### config.mk
export PLATFORM = sky130hd
export DESIGN_NAME = period_gen
export DESIGN_NICKNAME = d
export VERILOG_FILES = /design/src/rtl/period_gen.sv
export SDC_FILE = /design/constraint.sdc
export NUM_CORES = 1
export LEC_CHECK = 0
export BUFFER_PORTS_ARGS = -buffer_cell sky130_fd_sc_hd__buf_2
export CAP_MARGIN = 20
export CORE_UTILIZATION = 60
export CTS_CLUSTER_DIAMETER = 150
export DETAILED_ROUTE_END_ITERATION = 6
export GPL_ROUTABILITY_DRIVEN = 0
export PLACE_DENSITY_LB_ADDON = 0.25
export SLEW_MARGIN = 20
export SYNTH_ARGS = -nofsm -noshare
export SYNTH_HDL_FRONTEND = slang
export SYNTH_SLANG_ARGS = --single-unit
### constraint.sdc
create_clock -name clk -period 4 [get_ports clk]
set_input_delay 0.4 -clock clk [delete_from_list [all_inputs] [get_ports clk]]
set_output_delay 0.4 -clock clk [all_outputs]
set_load 0.01 [all_outputs]
### src/rtl/period_gen.sv
// period_gen -- burst square-wave generator with a millisecond time base.
//
// A start accepted in IDLE latches a period P (in ms) and a burst length N.
// The block then emits N periods of a square wave on 'so'. Each period is a
// high half of ceil(P/2) ms followed by a low half of floor(P/2) ms. A
// one-clock done_tick marks the end of the burst, and the block returns to
// IDLE. An unusable start (P < 2, or N = 0 without continuous mode) is
// rejected with a one-clock err_tick.
//
// Parameters:
//   CLK_FREQ_HZ  input clock frequency; TICK_DIV = CLK_FREQ_HZ/1000 clocks/ms
//
// Ports:
//   clk        single clock, all logic on its rising edge
//   reset_n    asynchronous active-low reset
//   start      start request level, honoured only in IDLE
//   period     [9:0] period in ms, latched when a start is accepted
//   n_cycles   [7:0] number of periods, latched when a start is accepted
//   stop       (PERIOD_GEN_CONT_EN only) ends a continuous run
//   so         registered square-wave output
//   ready      high only while in IDLE
//   done_tick  one-clock pulse when a burst completes
//   err_tick   one-clock pulse when a start is rejected
//
// Configuration macro:
//   PERIOD_GEN_CONT_EN  adds the 'stop' input. With it, N = 0 selects a
//                       continuous run that ends at the close of the LOW
//                       phase in which stop was seen.

module period_gen #(
  parameter int CLK_FREQ_HZ = 50000000
) (
  input  logic       clk,
  input  logic       reset_n,
  input  logic       start,
  input  logic [9:0] period,
  input  logic [7:0] n_cycles,
`ifdef PERIOD_GEN_CONT_EN
  input  logic       stop,
`endif
  output logic       so,
  output logic       ready,
  output logic       done_tick,
  output logic       err_tick
);

  localparam int TICK_DIV = CLK_FREQ_HZ / 1000;
  localparam int PW       = (TICK_DIV > 1) ? $clog2(TICK_DIV) : 1;
  localparam logic [PW-1:0] PRESC_LAST = PW'(TICK_DIV - 1);

  typedef enum logic [1:0] {
    IDLE = 2'd0,
    HIGH = 2'd1,
    LOW  = 2'd2,
    DONE = 2'd3
  } state_t;

  state_t         r_state;
  logic [9:0]     r_p;
  logic [7:0]     r_n;
  logic [PW-1:0]  r_presc;
  logic [9:0]     r_ms;
  logic [7:0]     r_cyc;
  logic           r_so;
  logic           r_ready;
  logic           r_done;
  logic           r_err;
`ifdef PERIOD_GEN_CONT_EN
  logic           r_cont;
  logic           r_stopReq;
`endif

  logic           w_tickWrap;
  logic [9:0]     w_highMs;
  logic [9:0]     w_lowMs;
  logic [9:0]     w_msNext;
  logic           w_highEnd;
  logic           w_lowEnd;
  logic [8:0]     w_cycNext;
  logic           w_lastCycle;
  logic           w_startBad;

  // The odd millisecond of an odd period goes to the high half.
  assign w_highMs = r_p - {1'b0, r_p[9:1]};
  assign w_lowMs  = {1'b0, r_p[9:1]};

  assign w_tickWrap = (r_presc == PRESC_LAST);
  assign w_msNext   = r_ms + 10'd1;

  // A phase ends on the prescaler wrap that completes its last millisecond.
  assign w_highEnd = w_tickWrap && (w_msNext == w_highMs);
  assign w_lowEnd  = w_tickWrap && (w_msNext == w_lowMs);

  // One extra bit keeps N = 255 from wrapping before the compare.
  assign w_cycNext = {1'b0, r_cyc} + 9'd1;

`ifdef PERIOD_GEN_CONT_EN
  // A stop seen in the closing LOW cycle itself also ends a continuous run.
  assign w_lastCycle = r_cont ? (r_stopReq | stop) : (w_cycNext == {1'b0, r_n});
  assign w_startBad  = (period < 10'd2);
`else
  assign w_lastCycle = (w_cycNext == {1'b0, r_n});
  assign w_startBad  = (period < 10'd2) || (n_cycles == 8'd0);
`endif

  // Single state machine; every output is a register updated alongside the
  // state, so 'so' and 'ready' change on the same edge as the state.
  always_ff @(posedge clk or negedge reset_n) begin
    if (!reset_n) begin
      r_state   <= IDLE;
      r_p       <= '0;
      r_n       <= '0;
      r_presc   <= '0;
      r_ms      <= '0;
      r_cyc     <= '0;
      r_so      <= 1'b0;
      r_ready   <= 1'b1;
      r_done    <= 1'b0;
      r_err     <= 1'b0;
`ifdef PERIOD_GEN_CONT_EN
      r_cont    <= 1'b0;
      r_stopReq <= 1'b0;
`endif
    end else begin
      r_done <= 1'b0;
      r_err  <= 1'b0;
      case (r_state)
        IDLE: begin
          if (start) begin
            if (w_startBad) begin
              r_err <= 1'b1;
            end else begin
              r_p     <= period;
              r_n     <= n_cycles;
              r_presc <= '0;
              r_ms    <= '0;
              r_cyc   <= '0;
              r_so    <= 1'b1;
              r_ready <= 1'b0;
              r_state <= HIGH;
`ifdef PERIOD_GEN_CONT_EN
              r_cont    <= (n_cycles == 8'd0);
              r_stopReq <= 1'b0;
`endif
            end
          end
        end

        HIGH: begin
          r_presc <= w_tickWrap ? '0 : r_presc + 1'b1;
`ifdef PERIOD_GEN_CONT_EN
          if (stop) r_stopReq <= 1'b1;
`endif
          if (w_highEnd) begin
            r_ms    <= '0;
            r_so    <= 1'b0;
            r_state <= LOW;
          end else if (w_tickWrap) begin
            r_ms <= w_msNext;
          end
        end

        LOW: begin
          r_presc <= w_tickWrap ? '0 : r_presc + 1'b1;
`ifdef PERIOD_GEN_CONT_EN
          if (stop) r_stopReq <= 1'b1;
`endif
          if (w_lowEnd) begin
            r_ms  <= '0;
            r_cyc <= w_cycNext[7:0];
            if (w_lastCycle) begin
              r_done  <= 1'b1;
              r_state <= DONE;
            end else begin
              r_so    <= 1'b1;
              r_state <= HIGH;
            end
          end else if (w_tickWrap) begin
            r_ms <= w_msNext;
          end
        end

        DONE: begin
          r_so    <= 1'b0;
          r_ready <= 1'b1;
          r_state <= IDLE;
`ifdef PERIOD_GEN_CONT_EN
          r_stopReq <= 1'b0;
`endif
        end

        default: begin
          r_so    <= 1'b0;
          r_ready <= 1'b1;
          r_state <= IDLE;
        end
      endcase
    end
  end

  assign so        = r_so;
  assign ready     = r_ready;
  assign done_tick = r_done;
  assign err_tick  = r_err;

endmodule

After elaboration in Yosys (flattened, before gate mapping)
Cells that the tools add are included.
- input port bits: 21
- output and inout port bits: 4
- flip-flop bits (word level): 58
- bitwise gates (word level): 1
- mux-type cells: 35
- equality and inequality tests: 12
- order comparisons: 1
- reduce and logical (&&, ||, !) cells: 17
- add/sub/neg operators: 4
- operators with widths (operator ; number):
    10-bit 2-to-1 mux ; 5
    16-bit 2-to-1 mux ; 3
    16-bit one-hot mux with 2 select lines ; 1
    10-bit one-hot mux with 3 select lines ; 1
    8-bit 2-to-1 mux ; 3
    16-bit by 1-bit adder with 16-bit output, second input constant ; 1
    16-bit equality test, second input constant ; 1
    8-bit one-hot mux with 2 select lines ; 1
    1-bit 2-to-1 mux ; 13
    3-bit AND reduction ; 4
    10-bit by 1-bit adder with 10-bit output, second input constant ; 1
    10-bit equality test ; 1
    10-bit by 9-bit equality test with 1-bit output ; 1
    10-bit by 2-bit < comparator with 1-bit output, second input constant ; 1
    2-bit 2-to-1 mux ; 5
    2-bit != test, second input constant ; 5
    10-bit by 9-bit subtractor with 10-bit output ; 1
    8-bit by 1-bit adder with 9-bit output, second input constant ; 1
    9-bit by 8-bit equality test with 1-bit output ; 1
    8-bit zero test ; 1
    2-bit one-hot mux with 4 select lines ; 1
    4-bit AND reduction ; 2
    2-bit nonzero test ; 3
    5-bit AND reduction ; 1
    10 further kinds ; 12

Longest topological paths before layout
- word-level depth: 5
- depth in mapped cells: 12
- gate-level depth less buffers: 12

Least setup slack after synthesis
No wires, ideal clock.
- path kind: reg-to-reg
- from: register r_presc[13]
- to: register r_ms[2]
- data required time: 3874 ps
- data arrival time: 2852 ps
- path slack: 1022 ps
- stages on the path, launching flop included: 10
- setup time: 126 ps
- path through: dfrtp_1 > nand4bb_1 > or4_4 > or3_4 > a211oi_2 > o2111ai_1 > o41a_1 > a21oi_4 > and4b_1 > a221o_1
- word-level cells in the longest chain between the ends: 4
- elaborated cells between the ends (all ways): 7
- those cells by class: eq/ne (1); mux (4); reduce/logical (2)
- ends and longest elaborated chain (what ; RTL line ; text):
    from (decl) ; 61 ; logic [PW-1:0] r_presc;
    from (signal assigned) ; 150 ; r_presc <= w_tickWrap ? '0 : r_presc + 1'b1;
    from (signal assigned) ; 164 ; r_presc <= w_tickWrap ? '0 : r_presc + 1'b1;
    16-bit equality test * ; 87 ; assign w_tickWrap = (r_presc == PRESC_LAST);
    10-bit 2-to-1 mux (tied with other cells) ; -- ;
    10-bit 2-to-1 mux (on tied branches) ; 168, 154 ;
    10-bit one-hot mux with 3 select lines * ; 127 ; case (r_state)
    to (signal assigned) ; 159 ; r_ms <= w_msNext;
    to (signal assigned) ; 179 ; r_ms <= w_msNext;
    to (decl) ; 62 ; logic [9:0] r_ms;
Mark *: on every way between the ends. The rest lies on a longest branch, timed or not.
A chain may end at the register's enable or synchronous reset.

Worst setup path in the final report
- from: register r_presc[13]
- to: register r_cyc[6]
- word-level cells in the longest chain between the ends: 4
- ends and longest elaborated chain (what ; RTL line ; text):
    16-bit equality test ; 87 ;
    1-bit logical AND ; 92 ; assign w_lowEnd = w_tickWrap && (w_msNext == w_lowMs);
    2-bit != test (no source line) ; -- ;
    4-bit AND reduction (no source line) ; -- ;
    to (signal assigned) ; 170 ; r_cyc <= w_cycNext[7:0];
    to (decl) ; 63 ; logic [7:0] r_cyc;
No other way between the ends.

==> flow_summary_export.csv <==
group,metric,value,unit
die,ios,25,
worst_setup_path,regToRegSetupSlack,610,ps
yosys,async_reset_ff_share,100.0,%
cells_and_area,diodes,0,
clock_network,cts_max_level,3,
global_route,grt_antenna_before_repair,0,
drt,wirelength,8692,microns
place,placed_cells,528,
place,placedInstanceArea,0.004151,sq mm
worst_setup_path,crit_fanout,10,
yosys,yosys_warnings,0,
sta,slew_violations,0,
pwr,power_frac_clock,15.3,%
pwr,p_sw,1369,uW
worst_setup_path,r2r_end,"r_cyc[6]",
global_route,grt.total_usage,27.03,%
place,place_ws,724.5,ps
yosys,synthXorXnorAreaFrac,9.921,%
sta,grt_setup_unrepaired,"no",
pwr,p_leak,0.001914,uW
drt,drc_errors,0,
min_path,min_path_type,"input pin to async pin",
worst_setup_path,slowest_delay,640,ps
pwr,p_per_area,721.8,mW/mm^2
cells_and_area,n_fill_cell,530,
yosys,synthAdderAreaFrac,5.858,%
yosys,syn_area_per_cell,9.029,sq um
worst_setup_path,cp_slowest_cell,"or4_1",
worst_setup_path,worstSetupPathType,"register to register",
die,core-area,0.006386,sq mm
worst_setup_path,cp.arrival,3660,ps
worst_setup_path,endpoint_kind,"register",
pwr,ir_worst_vdd,0.6169,mV
cells_and_area,multi_input_area,0.002381,sq mm
drt,num_vias,3351,
sta,tightest_slew,760.0,ps
yosys,ys.flop_type,"dfrtp_1",
yosys,synth_enable_flop_cells,0,
yosys,synth_top_family_by_area,"simple AND/OR/NAND/NOR gates",
pwr,combPwrFrac,56.5,%
clock_network,clkTransAtPathRegs,70,ps
clock_network,cts_hold_buf,0,
sta,min_period,3386,ps
global_route,globalRouteOverflowTotal,0,
worst_setup_path,critical_path.cell_chain,"nand4bb_1 > or4_4 > nor3_2 > o2111ai_1 > or4_1 > a21boi_0 > buf_4 > nand2_1 > o21ai_0 > a22o_1",
drt,detail_route.wl_per_cell,15.98,microns
clock_network,worstSkewPairLatency,340,ps
yosys,synth_simple_gate_area_share,19.97,%
cells_and_area,area.growth.synth_to_final,8.819,%
sta,finClkSkew,10.40,ps
worst_setup_path,crit_cells,10,
sta,setup_tns,0,ps
drt,drt-pass1-iter-count,4,
yosys,synth_cells,440,
cells_and_area,fin_cells,544,
worst_setup_path,worstPathRequired,4270,ps
die,die-area,0.006951,sq mm
worst_setup_path,critPathTopFamily,"simple AND/OR/NAND/NOR gates",
drt,drt.antenna.violating_nets,0,
drt,drtIter0Drc,168,
place,hpwl,6331,microns
global_route,busiest_layer,"met2",
global_route,grt_max_degree,35,
pwr,power_frac_seq,28.2,%
pwr,p_int,1751,uW
yosys,synthMuxAreaShare,6.362,%
sta,relSlewSlack,49.33,%
cells_and_area,finalNetCount,501,
global_route,globalRouteMet3Util,4.076,%
global_route,grt_use_met1,36.23,%
clock_network,ctsResizeCount,0,
clock_network,postCtsSetupRepairBufs,0,
sta,fin_crit_sh,84.66,%
worst_setup_path,r2r_cells,10,
clock_network,cts_tree,"yes",
global_route,grt_pass1_vias,3188,
pwr,swShare,43.89,%
sta,setup_ws,613.7,ps
yosys,ys_types,58,
yosys,synth-compound-area-share,17.83,%
run_status,outcome,"completed",
clock_network,numClockSinks,58,
place,port_buffers,24,
yosys,synth_fp_nets,479,
yosys,ys_ff_latch,58,
worst_setup_path,critPathLaunchType,"register",
global_route,grt_pass1_wl,14920,microns
yosys,syn_area,0.003973,sq mm
clock_network,cts_buffer_depth,2,
cells_and_area,seqCellArea,0.001453,sq mm
drt,avgViaCountPerCell,6.160,
die,fp-row-count,29,
die,chipWidth,83.37,microns
cells_and_area,final_area,0.004323,sq mm
global_route,grt_use_met2,44.41,%
worst_setup_path,critPathBufInv,1,
cells_and_area,drive_gt1_share,16.06,%
run,cap_violations,0,
sta,hold_viol_final,0,
clock_network,root_buffer,"clkbuf_8",
worst_setup_path,regToRegStartpoint,"r_presc[13]",
yosys,ys_seq_area_share,36.57,%
clock_network,cts_made_buffers,9,
die,initial_utilization,62.21,%
sta,fmax,295.3,MHz
die,die_y,83.37,microns
sta,finalSetupViolations,0,
[sequential cells by signal, summed over array words and instances (netlist names)]
register	count
r_presc	16
r_state	2
r_p	10
r_n	8
done_tick	1
r_cyc	8
r_ms	10
so	1
ready	1
err_tick	1
[cell families after synthesis]
family,count (synthesis)
AOI/OAI and AO/OA,104
xor gates and xnor gates,45
adders and majority gates,18
buffers and inverters,36
DFF,58
muxes,23
and+or+nand+nor,156
[through the flow]
| step | utilization, % | hold slack [ps] | power (uW) |
|---|---|---|---|
| detailed placement | 65.01 | 480.4 | 2648 |
| finish | 67.69 | 118.6 | 3120 |
| global route | 67.69 | 183.9 | 3394 |
| CTS | 67.69 | 139.9 | 3137 |
| global placement | 65.01 | 484.4 | 2587 |
| floorplan | - | 104.4 | 2264 |
[routing by layer]
metal  share of wire, %  wire length [microns]
met1                 45                   3945
met2                 49                   4297
met3                3.5                    304
met4                1.7                    144
met5                  0                      0
[area by class of cell]
cell class                 instances  area share (%)
clock buffer                      11           3.271
clock inverter                     5          0.6946
inverter                          19           1.650
multi-input combinational        346           55.08
sequential                        58           33.60
tap                               77           2.229
timing repair buffer              28           3.473
[cells in the mapped netlist (2+ instances only)]
cell type	count	area, sq um
a211oi_1	10	75.07
a21boi_0	3	22.52
a21o_1	6	45.04
a21oi_1	10	50.05
a22o_1	9	78.83
a31oi_1	4	25.02
a32o_1	2	20.02
and2_1	2	12.51
and3_1	12	75.07
buf_2	3	15.01
clkbuf_1	14	52.55
dfrtp_1	57	1426
ha_1	17	212.7
inv_1	19	71.32
mux2_2	18	202.7
mux2i_1	5	50.05
nand2_1	52	195.2
nand2b_1	6	37.54
nand3_1	16	80.08
nand3b_1	2	15.01
nand4_1	4	25.02
nor2_1	29	108.9
nor2b_1	2	12.51
nor3_1	3	15.01
nor3b_1	3	22.52
nor4_1	5	31.28
o2111ai_1	5	43.79
o21ai_0	38	190.2
o2bb2ai_1	2	17.52
o31ai_1	2	15.01
o32ai_1	2	17.52
o41ai_1	2	17.52
or2_2	4	25.02
or3_1	4	25.02
or4_1	2	15.01
xnor2_1	31	271.5
xor2_1	14	122.6
[how the worst max path moves through the flow]
stage                      from        to  slack (ps)
finish              r_presc[13]  r_cyc[6]         610
global route        r_presc[13]  r_cyc[6]         350
CTS                 r_presc[13]  r_cyc[6]         680
detailed placement  r_presc[13]   r_ms[0]         720
global placement    r_presc[13]   r_ms[0]         770
floorplan           r_presc[13]   r_ms[2]        1020
[worst register-to-register path: stages (launching register included)]
cell and delay [ps]:
dfrtp_1 430, nand4bb_1 240, or4_4 520, nor3_2 310
o2111ai_1 170, or4_1 640, a21boi_0 270, buf_4 210
nand2_1 70, o21ai_0 260, a22o_1 200
[placed cells by master (no fill, tap or decap), drive strengths merged, types with 4 or more instances in the layout]
master / netlist / routed
buf: 3 / 28
a31oi: 4 / 4
mux2: 18 / 18
and3: 12 / 12
nand4: 4 / 4
a21oi: 11 / 11
mux2i: 5 / 5
o21ai: 40 / 40
a21o: 6 / 6
nor2: 29 / 29
inv: 19 / 19
xor2: 14 / 14
xnor2: 31 / 31
nand2: 52 / 52
o2111ai: 5 / 5
clkbuf: 14 / 11
dfrtp: 57 / 57
ha: 17 / 17
or2: 4 / 4
nand2b: 6 / 6
a211oi: 11 / 11
a22o: 9 / 9
nor4: 5 / 5
nand3: 16 / 16
nor3: 4 / 4
or3: 5 / 5
[power groups by stage]
stage | Clock, uW | Combinational (uW) | Sequential, uW
floorplan | 0 | 1410 | 851
global placement | 0 | 1700 | 883
detailed placement | 0 | 1760 | 889
CTS | 483 | 1770 | 879
global route | 508 | 1990 | 900
finish | 476 | 1760 | 880
Note: power is estimated with default switching activity, not from simulation.
